==> config.mk <==
export PLATFORM = sky130hd
export DESIGN_NAME = regfile_writeback_flat
export DESIGN_NICKNAME = d
export VERILOG_FILES = /design/src/rtl/regfile_writeback_if.sv /design/src/rtl/regfile_writeback.sv /design/src/flat_wrapper.sv
export SDC_FILE = /design/constraint.sdc
export NUM_CORES = 1
export LEC_CHECK = 0
export CAP_MARGIN = 20
export CORE_ASPECT_RATIO = 1.4
export CORE_UTILIZATION = 50
export DETAILED_ROUTE_END_ITERATION = 7
export GPL_TIMING_DRIVEN = 0
export HOLD_SLACK_MARGIN = 0.03
export PLACE_DENSITY = 0.89
export SLEW_MARGIN = 10
export SYNTH_ARGS = -nofsm -noshare
export SYNTH_HDL_FRONTEND = slang
export SYNTH_SLANG_ARGS = --single-unit
==> constraint.sdc <==
create_clock -name clk -period 3.2 [get_ports clk]
set_input_delay 0.96 -clock clk [delete_from_list [all_inputs] [get_ports clk]]
set_output_delay 0.96 -clock clk [all_outputs]
set_load 0.05 [all_outputs]
==> src/rtl/regfile_writeback_if.sv <==
// regfile_writeback_if: ALU, load-issue, load-response, scoreboard and register-file write bundle
interface regfile_writeback_if #(
    parameter int DATA_W = 19,
    parameter int ADDR_W = 4
);
    logic              alu_valid;
    logic [ADDR_W-1:0] alu_rd;
    logic [DATA_W-1:0] alu_data;
    logic              ld_issue;
    logic [ADDR_W-1:0] ld_issue_rd;
    logic              issue_stall;
    logic              ld_resp_valid;
    logic              ld_resp_ready;
    logic [DATA_W-1:0] ld_resp_data;
    logic [ADDR_W-1:0] sb_rs1;
    logic [ADDR_W-1:0] sb_rs2;
    logic              sb_busy1;
    logic              sb_busy2;
    logic [ADDR_W-1:0] rd;
    logic [DATA_W-1:0] write_data;
    logic              regwrite;
    logic              err_overflow;

    modport master (
        output alu_valid, alu_rd, alu_data, ld_issue, ld_issue_rd,
               ld_resp_valid, ld_resp_data, sb_rs1, sb_rs2,
        input  issue_stall, ld_resp_ready, sb_busy1, sb_busy2,
               rd, write_data, regwrite, err_overflow
    );

    modport slave (
        input  alu_valid, alu_rd, alu_data, ld_issue, ld_issue_rd,
               ld_resp_valid, ld_resp_data, sb_rs1, sb_rs2,
        output issue_stall, ld_resp_ready, sb_busy1, sb_busy2,
               rd, write_data, regwrite, err_overflow
    );
endinterface

==> src/rtl/regfile_writeback.sv <==
// regfile_writeback: sole register-file writer merging ALU results with in-order load responses
module regfile_writeback #(
    parameter int DATA_W   = 19,
    parameter int ADDR_W   = 4,
    parameter int LQ_DEPTH = 2
) (
    input logic clk,
    input logic reset,
    regfile_writeback_if.slave bus
);
    localparam int NREG = 2**ADDR_W;
    localparam int PW   = $clog2(LQ_DEPTH);
    localparam int CW   = $clog2(LQ_DEPTH + 1);

    logic [ADDR_W-1:0] tags [LQ_DEPTH];
    logic [PW-1:0]     wr_ptr;
    logic [PW-1:0]     rd_ptr;
    logic [CW-1:0]     count;
    logic [CW-1:0]     cnt [NREG];
    logic              fifo_full;
    logic              fifo_empty;
    logic              pop;
    logic              push;
    logic [ADDR_W-1:0] head;

    assign fifo_empty        = count == '0;
    assign fifo_full         = count == CW'(LQ_DEPTH);
    assign head              = tags[rd_ptr];
    assign bus.ld_resp_ready = !bus.alu_valid && !fifo_empty;
    assign bus.issue_stall   = fifo_full;
    assign pop               = bus.ld_resp_valid && bus.ld_resp_ready;
    // a pop frees the slot this same cycle, so a push while full is legal then
    assign push              = bus.ld_issue && (!fifo_full || pop);

    always_ff @(posedge clk) begin
        if (push)
            tags[wr_ptr] <= bus.ld_issue_rd;
    end

    always_ff @(posedge clk or posedge reset) begin
        if (reset) begin
            wr_ptr           <= '0;
            rd_ptr           <= '0;
            count            <= '0;
            bus.err_overflow <= 1'b0;
        end else begin
            wr_ptr <= wr_ptr + PW'(push);
            rd_ptr <= rd_ptr + PW'(pop);
            count  <= count + CW'(push) - CW'(pop);
            if (bus.ld_issue && fifo_full && !pop)
                bus.err_overflow <= 1'b1;
        end
    end

    // cnt[0] stays zero: x0 is never a pending destination
    always_ff @(posedge clk or posedge reset) begin
        if (reset) begin
            for (int i = 0; i < NREG; i++)
                cnt[i] <= '0;
        end else begin
            for (int i = 1; i < NREG; i++)
                cnt[i] <= cnt[i] + CW'(push && bus.ld_issue_rd == ADDR_W'(i))
                                 - CW'(pop && head == ADDR_W'(i));
        end
    end

    always_ff @(posedge clk or posedge reset) begin
        if (reset) begin
            bus.rd         <= '0;
            bus.write_data <= '0;
            bus.regwrite   <= 1'b0;
        end else if (bus.alu_valid) begin
            bus.rd         <= bus.alu_rd;
            bus.write_data <= bus.alu_data;
            bus.regwrite   <= bus.alu_rd != '0;
        end else if (pop) begin
            bus.rd         <= head;
            bus.write_data <= bus.ld_resp_data;
            bus.regwrite   <= head != '0;
        end else begin
            bus.regwrite   <= 1'b0;
        end
    end

    // the write-port term covers the cycle before the register file captures
    assign bus.sb_busy1 = bus.sb_rs1 != '0 &&
                          (cnt[bus.sb_rs1] != '0 || (bus.regwrite && bus.rd == bus.sb_rs1));
    assign bus.sb_busy2 = bus.sb_rs2 != '0 &&
                          (cnt[bus.sb_rs2] != '0 || (bus.regwrite && bus.rd == bus.sb_rs2));
endmodule

==> src/flat_wrapper.sv <==
// flat-port wrapper written by rule: the top's interface ports become plain ports
module regfile_writeback_flat 
#(
    parameter int DATA_W   = 19,
    parameter int ADDR_W   = 4,
    parameter int LQ_DEPTH = 2
)
  (clk, reset, bus_alu_valid, bus_alu_rd, bus_alu_data, bus_ld_issue, bus_ld_issue_rd, bus_ld_resp_valid, bus_ld_resp_data, bus_sb_rs1, bus_sb_rs2, bus_issue_stall, bus_ld_resp_ready, bus_sb_busy1, bus_sb_busy2, bus_rd, bus_write_data, bus_regwrite, bus_err_overflow);
  regfile_writeback_if #(.DATA_W(DATA_W), .ADDR_W(ADDR_W)) bus_i ();
  input logic clk;
  input logic reset;
  input wire logic [$bits(bus_i.alu_valid)-1:0] bus_alu_valid;
  input wire logic [$bits(bus_i.alu_rd)-1:0] bus_alu_rd;
  input wire logic [$bits(bus_i.alu_data)-1:0] bus_alu_data;
  input wire logic [$bits(bus_i.ld_issue)-1:0] bus_ld_issue;
  input wire logic [$bits(bus_i.ld_issue_rd)-1:0] bus_ld_issue_rd;
  input wire logic [$bits(bus_i.ld_resp_valid)-1:0] bus_ld_resp_valid;
  input wire logic [$bits(bus_i.ld_resp_data)-1:0] bus_ld_resp_data;
  input wire logic [$bits(bus_i.sb_rs1)-1:0] bus_sb_rs1;
  input wire logic [$bits(bus_i.sb_rs2)-1:0] bus_sb_rs2;
  output wire logic [$bits(bus_i.issue_stall)-1:0] bus_issue_stall;
  output wire logic [$bits(bus_i.ld_resp_ready)-1:0] bus_ld_resp_ready;
  output wire logic [$bits(bus_i.sb_busy1)-1:0] bus_sb_busy1;
  output wire logic [$bits(bus_i.sb_busy2)-1:0] bus_sb_busy2;
  output wire logic [$bits(bus_i.rd)-1:0] bus_rd;
  output wire logic [$bits(bus_i.write_data)-1:0] bus_write_data;
  output wire logic [$bits(bus_i.regwrite)-1:0] bus_regwrite;
  output wire logic [$bits(bus_i.err_overflow)-1:0] bus_err_overflow;
  assign bus_i.alu_valid = bus_alu_valid;
  assign bus_i.alu_rd = bus_alu_rd;
  assign bus_i.alu_data = bus_alu_data;
  assign bus_i.ld_issue = bus_ld_issue;
  assign bus_i.ld_issue_rd = bus_ld_issue_rd;
  assign bus_i.ld_resp_valid = bus_ld_resp_valid;
  assign bus_i.ld_resp_data = bus_ld_resp_data;
  assign bus_i.sb_rs1 = bus_sb_rs1;
  assign bus_i.sb_rs2 = bus_sb_rs2;
  assign bus_issue_stall = bus_i.issue_stall;
  assign bus_ld_resp_ready = bus_i.ld_resp_ready;
  assign bus_sb_busy1 = bus_i.sb_busy1;
  assign bus_sb_busy2 = bus_i.sb_busy2;
  assign bus_rd = bus_i.rd;
  assign bus_write_data = bus_i.write_data;
  assign bus_regwrite = bus_i.regwrite;
  assign bus_err_overflow = bus_i.err_overflow;
  regfile_writeback #(.DATA_W(DATA_W), .ADDR_W(ADDR_W), .LQ_DEPTH(LQ_DEPTH)) u_core (.clk(clk), .reset(reset), .bus(bus_i));
endmodule
Word-level counts from Yosys, hierarchy flattened
Memory sizes are Yosys's and may differ from the RTL's.
Index checks and enable logic that the tools add are counted.
- bitwise gates (word level): 2
- equal/unequal tests: 33
- reduce and logical (&&, ||, !) cells: 54
- add/subtract/negate cells: 34
- order comparisons: 2
- mux-type cells: 14
- operators with widths (kind ; count):
    $eq A4 B4 Y1 const B ; 16
    $logic_and A1 B1 Y1 ; 39
    $mux W19 ; 2
    $add A2 B1 Y2 ; 16
    $eq A4 B3 Y1 const B ; 8
    $sub A2 B1 Y2 ; 16
    $bmux W2 S4 ; 2
    $eq A4 B2 Y1 const B ; 4
    $reduce_bool A4 Y1 ; 4
    $ge A5 B5 Y1 const B ; 2
    $not A4 Y5 ; 2
    $eq A4 B1 Y1 const B ; 2
    $eq A4 B4 Y1 ; 2
    $mux W2 ; 4
    $mux W4 ; 2
    $reduce_bool A2 Y1 ; 3
    $logic_not A1 Y1 ; 4
    $mux W1 ; 4
    $logic_or A1 B1 Y1 ; 3
    $add A1 B1 Y1 ; 2
    $eq A2 B2 Y1 const B ; 1
    $logic_not A2 Y1 ; 1
- word-level logic and storage cells: 162
- memory bits (writable): 8
- output and inout bits: 29
- bits of input ports: 59
- memories kept: 1
- flip-flop bits (word level): 59
- memories (memory ; depth ; bits a word ; read ports ; clocked after Yosys merged registers in ; wr ports ; line ; RTL):
    u_core.tags ; 2 ; 4 ; 1 ; 0 ; 1 ; regfile_writeback.sv:15 ; logic [ADDR_W-1:0] tags [LQ_DEPTH];

Longest topological paths before layout
Gate-level depths: netlist of the first run.
- word-level depth: 9
- gate-level depth with buffers: 12
- gate-level depth less buffers: 10

Least setup slack after synthesis of the first run
OpenSTA, ideal clock, no wires.
- path type: in2out
- start: input port bus_sb_rs2[1]
- end: output port bus_sb_busy2
- data required time: 2.240 ns
- setup slack: 0.019 ns
- path buffers: 1
- cell stages on the path: 6
- arrival: 2.221 ns
- cell sequence: buf_4 > xnor2_1 > nand4_1 > a41o_1 > a211oi_1 > a211o_1
- cells in the longest elaborated chain, start to end: 7
- elaborated cells between the ends (all ways): 10
- classes of those cells: 1 x eq/ne; 3 x mux; 1 x bitwise; 5 x reduce/logical
- RTL lines (element ; line ; RTL):
    start, declared ; flat_wrapper.sv:20 ; input wire logic [$bits(bus_i.sb_rs2)-1:0] bus_sb_rs2;
    $not A4 Y5 (implied by the code) ; regfile_writeback.sv:89 ; (cnt[bus.sb_rs2] != '0 || (bus.regwrite && bus.rd == bus.sb_rs2));
    $bmux W2 S4 ; regfile_writeback.sv:89 ;
    $mux W2 (implied by the code) (2 in series) ; regfile_writeback.sv:89 ;
    $reduce_bool A2 Y1 ; regfile_writeback.sv:89 ;
    $logic_or A1 B1 Y1 ; regfile_writeback.sv:89 ;
    $logic_and A1 B1 Y1 (*) ; regfile_writeback.sv:88 ; assign bus.sb_busy2 = bus.sb_rs2 != '0 &&
    end, declared ; flat_wrapper.sv:24 ; output wire logic [$bits(bus_i.sb_busy2)-1:0] bus_sb_busy2;
Mark *: on every way between the ends. The rest lies on a longest branch, timed or not. The select of a mux whose other input is x is not followed.

Final worst setup path of the first run
- start: input port bus_alu_valid
- end: register u_core.cnt[25] (netlist name)
- cells in the longest elaborated chain, start to end: 8
- elaborated cells between the ends (all ways): 9
- classes of those cells: 2 x add/sub; 7 x reduce/logical
- RTL lines (element ; line ; RTL):
    start, declared ; flat_wrapper.sv:12 ; input wire logic [$bits(bus_i.alu_valid)-1:0] bus_alu_valid;
    $logic_not A1 Y1 (*) ; regfile_writeback.sv:29 ; assign bus.ld_resp_ready = !bus.alu_valid && !fifo_empty;
    $logic_and A1 B1 Y1 (*) ; regfile_writeback.sv:29 ;
    $logic_and A1 B1 Y1 (*) ; regfile_writeback.sv:31 ; assign pop = bus.ld_resp_valid && bus.ld_resp_ready;
    $logic_or A1 B1 Y1 ; regfile_writeback.sv:33 ; assign push = bus.ld_issue && (!fifo_full || pop);
    $logic_and A1 B1 Y1 ; regfile_writeback.sv:33 ;
    $logic_and A1 B1 Y1 ; regfile_writeback.sv:62 ; cnt[i] <= cnt[i] + CW'(push && bus.ld_issue_rd == ADDR_W'(i))
    $add A2 B1 Y2 ; regfile_writeback.sv:62 ;
    $sub A2 B1 Y2 (*) ; regfile_writeback.sv:63 ; - CW'(pop && head == ADDR_W'(i));
    end signal, assigned by index ; regfile_writeback.sv:62 ;
    end, declared ; regfile_writeback.sv:19 ; logic [CW-1:0] cnt [NREG];
Mark *: on every way between the ends. The rest lies on a longest branch, timed or not.
A chain may end at the register's enable or synchronous reset.

==> impl_metrics.py, run 1 <==
metrics = {
    "sta": {
        "fin_crit_ns": 3.20,
        "fin_skew_ns": 0.00819,
        "maxSlewViolCount": 0,
        "whs_ns": 0.494,
        "min_period_over_period_pct": 100,
        "worst_pin_slew_ns": 0.600,
        "finalHoldViolCount": 0,
        "slew_headroom_pct": 59.9,
        "fmax_ghz": 0.313,
        "finalSetupViolCount": 0,
    },
    "synth": {
        "synth_top_cell_by_area": "dfrtp_1",
        "synth_area_leaders": "dfrtp_1, ha_1, xnor2_1, edfxtp_1, mux2i_1",
        "yosysSeqAreaShare_pct": 44.7,
        "syn_area_um2": 3840,
        "synthFlopType": "dfrtp_1",
        "ys_warn_count": 2,
        "synth_edf_count": 8,
        "synth_top_area_share_pct": 38.5,
        "syn_nets": 479,
        "synth_area_per_cell_um2": 9.94,
        "syn_inst": 386,
        "synth-seq-cells": 67,
        "async_flop_share_pct": 88.1,
        "synth_cell_type_count": 40,
    },
    "die": {
        "start_util_pct": 51.8,
        "die_h_um": 106,
        "die_w_um": 76.0,
        "rows": 37,
        "num_io_pins": 88,
        "core-area_um2": 7410,
        "die_area_um2": 8030,
    },
    "worst_setup_path": {
        "cpPeakStageDelay_ns": 0.46,
        "timing.rr.end": "u_core.cnt[25]$_DFF_PP0_",
        "cp_num_buf_inv": 5,
        "critPathRequiredTime_ns": 3.48,
        "critical-path-top-delay-family": "buffers and inverters",
        "critical_path.max_fanout": 10,
        "start_kind": "input port",
        "crit_arrival_ns": 3.48,
        "cp_slowest_cell": "clkdlybuf4s50_1",
        "r2r_setup_slack_ns": 0.80,
        "reg2reg_from": "u_core.count[1]$_DFF_PP0_",
        "path_cells": "clkdlybuf4s50_1 > nand2b_1 > or2_1 > buf_2 > inv_2 > buf_6 > nand3_1 > nor2_1 > ha_1 > inv_1 > ha_1 > xnor2_1 > xnor2_1",
        "crit_type": "in2reg",
        "endpoint_kind": "flop",
        "r2r_cells": 12,
    },
    "clock_tree": {
        "clk_pin_slew_ns": 0.07,
        "clock-sinks": 67,
        "cts_buffer_depth": 2,
        "htreeDepth": 3,
        "insertion_delay_ns": 0.36,
        "ctsHoldBuffers": 0,
        "cts_tree": "yes",
        "cts_buffers": 9,
        "cts-root-buf": "clkbuf_8",
    },
    "hold_path": {
        "hold_path.class": "reg2reg",
        "hold_start": "u_core.bus.err_overflow$_DFFE_PP0P_",
        "hold-path-endpoint": "u_core.bus.err_overflow$_DFFE_PP0P_",
        "hold-path-cell-count": 1,
    },
    "placement": {
        "dpl.hpwl_mm": 7.13,
        "place_congestion": 0.782,
        "dp_cells": 569,
        "placed_area_um2": 4830,
        "portBuffers": 85,
    },
    "global_routing": {
        "antenna_found_initial": 0,
        "grt_overflow_total": 0,
        "first_global_vias": 3265,
        "grt_first_pass_wirelength_mm": 15.9,
        "grt_max_degree": 34,
        "grt_usage_pct": 26.0,
    },
    "route": {
        "viasPerCell": 5.69,
        "ant_nets": 0,
        "drc": 0,
        "wl_per_cell_um": 17.9,
        "wl_mm": 10.6,
        "drt_iter0_drc": 419,
        "dr.pass1.iters": 5,
        "num_vias": 3375,
    },
    "power_and_ir_drop": {
        "leakagePower_nw": 2.37,
        "p_total_mw": 3.59,
        "power_density_nw_per_um2": 693,
        "vdd_drop_max_v": 0.000409,
    },
    "finish": {
        "layoutNonFillerInstCount": 593,
        "drive_above_1_share_pct": 12.5,
        "antennaDiodeCount": 0,
        "nFillCells": 505,
        "area_growth_syn_to_layout_pct": 34.8,
        "design_area_um2": 5170,
        "fin_util_pct": 69.8,
        "nets": 584,
    },
    "job": {
        "cap_viol_max_count": 0,
    },
    "run_status": {
        "outcome": "finished, final reports clean",
    },
}
[synthesized netlist by cell type, types with 5 or more instances]
library cell and count:
xnor2_1 39, nor3_1 15, clkbuf_1 6, nand2_1 28, edfxtp_1 8, o21ai_0 27
ha_1 34, dfrtp_1 59, buf_2 5, nand2b_1 5, inv_1 37, mux2i_1 21
a21oi_1 9, nor2_1 47, a211oi_1 8
[metrics by stage]
step           setup WS [ns]  TNS (ns)
2_1_floorplan         0.0194         0
3_3_place_gp           -1.14    -20.79
3_5_place_dp           -1.15     -5.10
4_1_cts             -0.00221  -0.00221
5_1_grt              -0.0608    -0.153
6_report            0.000566         0
[worst max path at each step]
stage	from	to	slack, ns	cells after the start
after floorplan	bus_sb_rs2[1]	bus_sb_busy2	0.02	6
after global placement	bus_sb_rs2[0]	bus_sb_busy2	-1.14	7
after detailed placement	bus_sb_rs2[0]	bus_sb_busy2	-1.15	7
after CTS	bus_sb_rs2[0]	bus_sb_busy2	-0.002	7
after global routing	bus_sb_rs1[1]	bus_sb_busy1	-0.06	8
final	bus_alu_valid	u_core.cnt[25]$_DFF_PP0_	0.0006	13
[registers in the layout, indices dropped and copies added, names as in the netlist]
name	count
u_core.cnt	30
u_core.bus.write_data	19
u_core.tags	8
u_core.bus.rd	4
u_core.count	2
u_core.bus.err_overflow	1
u_core.bus.regwrite	1
u_core.rd_ptr	1
u_core.wr_ptr	1
[layout by cell type, fill, tap and decap left out, types with 4 or more instances in the layout]
| cell | instances |
|---|---|
| a211oi_1 | 4 |
| a211oi_2 | 4 |
| a21oi_1 | 9 |
| buf_4 | 9 |
| buf_6 | 9 |
| clkbuf_1 | 6 |
| clkbuf_8 | 13 |
| clkdlybuf4s50_1 | 76 |
| dfrtp_1 | 59 |
| edfxtp_1 | 8 |
| ha_1 | 34 |
| inv_1 | 36 |
| mux2i_1 | 21 |
| nand2_1 | 28 |
| nand2b_1 | 5 |
| nor2_1 | 46 |
| nor3_1 | 11 |
| nor3_2 | 4 |
| o21ai_0 | 23 |
| o21ai_1 | 5 |
| xnor2_1 | 36 |
[kinds of logic after synthesis]
group / after synthesis / synth area share [%]
buffers and inverters: 53 / 5.93
and+or+nand+nor: 111 / 12.7
muxes: 26 / 7.63
AOI/OAI and AO/OA: 56 / 8.97
DFF: 67 / 44.7
adders and majority gates: 34 / 11.1
xor gates and xnor gates: 39 / 8.90
[timing repair]
item,4_1_cts,5_1_grt
endpoints found under the setup margin,3,6
pin swaps,6,10
buffers inserted,2,6
resized for setup,47,23
cloned,1,0
[cell type report]
class / instances / area [µm²] / area share [%]
Clock buffer: 15 / 176 / 3.41
Inverter: 38 / 143 / 2.76
Buffer: 14 / 108 / 2.08
Tap cell: 97 / 121 / 2.35
Timing Repair Buffer: 95 / 936 / 18.1
Clock inverter: 1 / 7.51 / 0.145
Multi-Input combinational cell: 266 / 1960 / 38.0
Sequential cell: 67 / 1720 / 33.2
[where the power goes]
group / internal, mW / leakage (nW) / switching (mW) / total, mW
logic: 0.655 / 1.51 / 0.879 / 1.53
clock network: 0.346 / 0.0900 / 0.331 / 0.677
registers: 1.15 / 0.774 / 0.228 / 1.37
total: 2.15 / 2.37 / 1.44 / 3.59
[routing by layer]
| layer | vias to the layer above | share of wire (%) | global-route usage (%) |
|---|---|---|---|
| met5 | - | 0 | 0 |
| met3 | 47 | 5.3 | 4.76 |
| li1 | 1528 | - | - |
| met2 | 169 | 53 | 46.7 |
| met4 | 0 | 4.6 | 13.7 |
| met1 | 1631 | 37 | 29.1 |
Note: power is estimated with default switching activity, not from simulation.
==> run 2: changes to the inputs <==
- clock period: 3.2 -> 3.5 ns (I/O delays scaled with it)
==> impl_metrics.py, run 2 (synthesis gave the netlist of run 1 again) <==
metrics = {
    "clock_tree": {
        "clk_pin_slew_ns": 0.06,
        "htreeDepth": 3,
        "cts_buffers": 9,
        "insertion_delay_ns": 0.36,
        "clock-sinks": 67,
        "cts-root-buf": "clkbuf_8",
        "cts_tree": "yes",
        "cts_buffer_depth": 2,
    },
    "route": {
        "ant_nets": 0,
        "viasPerCell": 5.49,
        "dr.pass1.iters": 7,
        "wl_mm": 9.68,
        "drt_iter0_drc": 372,
        "drc": 0,
        "wl_per_cell_um": 16.5,
        "num_vias": 3220,
    },
    "die": {
        "start_util_pct": 51.8,
        "die_h_um": 106,
        "num_io_pins": 88,
        "rows": 37,
        "die_w_um": 76.0,
        "die_area_um2": 8030,
        "core-area_um2": 7410,
    },
    "placement": {
        "dpl.hpwl_mm": 7.13,
        "dp_cells": 569,
        "portBuffers": 85,
        "place_congestion": 0.782,
        "place_ws_ns": -1.03,
    },
    "global_routing": {
        "grt_overflow_total": 0,
        "antenna_found_initial": 0,
        "grt_usage_pct": 25.6,
        "grt_first_pass_wirelength_mm": 15.6,
        "first_global_vias": 3240,
        "grt_max_degree": 34,
    },
    "sta": {
        "fin_skew_ns": 0.00757,
        "fmax_ghz": 0.292,
        "maxSlewViolCount": 0,
        "min_period_over_period_pct": 97.9,
        "worst_slack_ns": 0.0722,
        "finalSetupViolCount": 0,
        "whs_ns": 0.490,
        "worst_pin_slew_ns": 0.600,
        "fin_crit_ns": 3.43,
        "finalHoldViolCount": 0,
        "slew_headroom_pct": 59.9,
    },
    "worst_setup_path": {
        "start_kind": "input port",
        "critical_path.max_fanout": 5,
        "crit_arrival_ns": 2.38,
        "crit_type": "in2out",
        "endpoint_kind": "primary output",
        "cp_slowest_cell": "or3b_1",
        "path_cells": "clkbuf_4 > or3b_1 > o311ai_1 > a41o_1 > a211oi_1 > a211o_1 > buf_6",
        "cpPeakStageDelay_ns": 0.36,
        "critPathRequiredTime_ns": 2.45,
    },
    "power_and_ir_drop": {
        "leakagePower_nw": 2.36,
        "vdd_drop_max_v": 0.000272,
        "power_density_nw_per_um2": 626,
    },
    "run_status": {
        "outcome": "finished, final reports clean",
    },
    "finish": {
        "nFillCells": 515,
        "largest_reg_flops": 30,
        "nets": 578,
        "area_growth_syn_to_layout_pct": 33.5,
        "biggestRegsByFlops": "u_core.cnt (30), u_core.bus.write_data (19), u_core.tags (8)",
        "antennaDiodeCount": 0,
        "top_register": "u_core.cnt",
        "drive_above_1_share_pct": 10.2,
        "mostFrequentLayoutCells": "clkdlybuf4s50_1, dfrtp_1, nor2_1",
        "layout_commonest_cell": "clkdlybuf4s50_1",
        "layoutNonFillerInstCount": 587,
    },
    "hold_path": {
        "hold_path.class": "reg2reg",
    },
    "job": {
        "cap_viol_max_count": 0,
    },
}
run 2: changes by cell type in the layout (fill, tap and decap cells not counted), sizes merged:
cell | previous run | this run
buf | 22 | 14
clkdlybuf4s15 | 0 | 2
dlymetal6s2s | 0 | 3
clkdlybuf4s50 | 76 | 75
dlygate4sd2 | 3 | 1
run 2: timing repair:
item,in CTS,in global routing
buffers inserted,1,1
gates cloned,1,0
resized for setup,34,17
setup endpoints to repair,3,2
hold buffers,0,0
pin swaps,4,6
run 2: final timing paths:
kind | start | end | slack, ns | cells after the start
max in group asynchronous | reset | u_core.bus.write_data[16]$_DFFE_PP0P_ | 1.83 | 3
max reg2reg | u_core.rd_ptr$_DFF_PP0_ | u_core.cnt[19]$_DFF_PP0_ | 1.18 | 10
min | u_core.cnt[27]$_DFF_PP0_ | u_core.cnt[27]$_DFF_PP0_ | 0.49 | 1
min in group asynchronous | reset | u_core.cnt[17]$_DFF_PP0_ | 1.08 | 2
min reg2reg | u_core.cnt[27]$_DFF_PP0_ | u_core.cnt[27]$_DFF_PP0_ | 0.49 | 1
max | bus_sb_rs2[0] | bus_sb_busy2 | 0.07 | 7
run 2: cell type report:
| class | instances | area (µm²) | area share, % |
|---|---|---|---|
| multi-input cells | 266 | 1940 | 38.0 |
| plain buffers | 14 | 105 | 2.05 |
| well taps | 97 | 121 | 2.37 |
| inverters | 38 | 143 | 2.78 |
| repair buffers | 89 | 908 | 17.7 |
| flip-flops and latches | 67 | 1720 | 33.5 |
| clock inverters | 1 | 7.51 | 0.147 |
| clock buffers | 15 | 176 | 3.44 |
run 2: critical path: cells and delay by family:
kind,cells,cell delay (ns)
AOI/OAI and AO/OA,4,0.64
and+or+nand+nor,1,0.36
buffers and inverters,2,0.32
run 2: metal layers:
layer	GRT usage [%]	share of wire, %	wire length (µm)	vias up
met1	28.4	38	3700	1579
met4	13.5	3.3	323	0
li1	-	-	-	1510
met5	0	0	0	-
met3	4.59	3.9	374	31
met2	46.2	54	5270	100
run 2: per-stage QoR:
step	power (mW)	utilization, %	instance area (µm²)	TNS, ns
floorplan	2.14	-	3840	0
global placement	2.46	64.9	4810	-7.04
detailed placement	2.56	65.2	4830	-2.72
CTS	3.18	68.2	5050	-0.00198
global route	3.41	69.2	5120	-0.00101
finish	3.21	69.2	5120	0
run 2: power breakdown:
part	total (mW)	internal (mW)	switching, mW
Combinational	1.35	0.588	0.763
Clock	0.612	0.317	0.295
Sequential	1.25	1.05	0.198
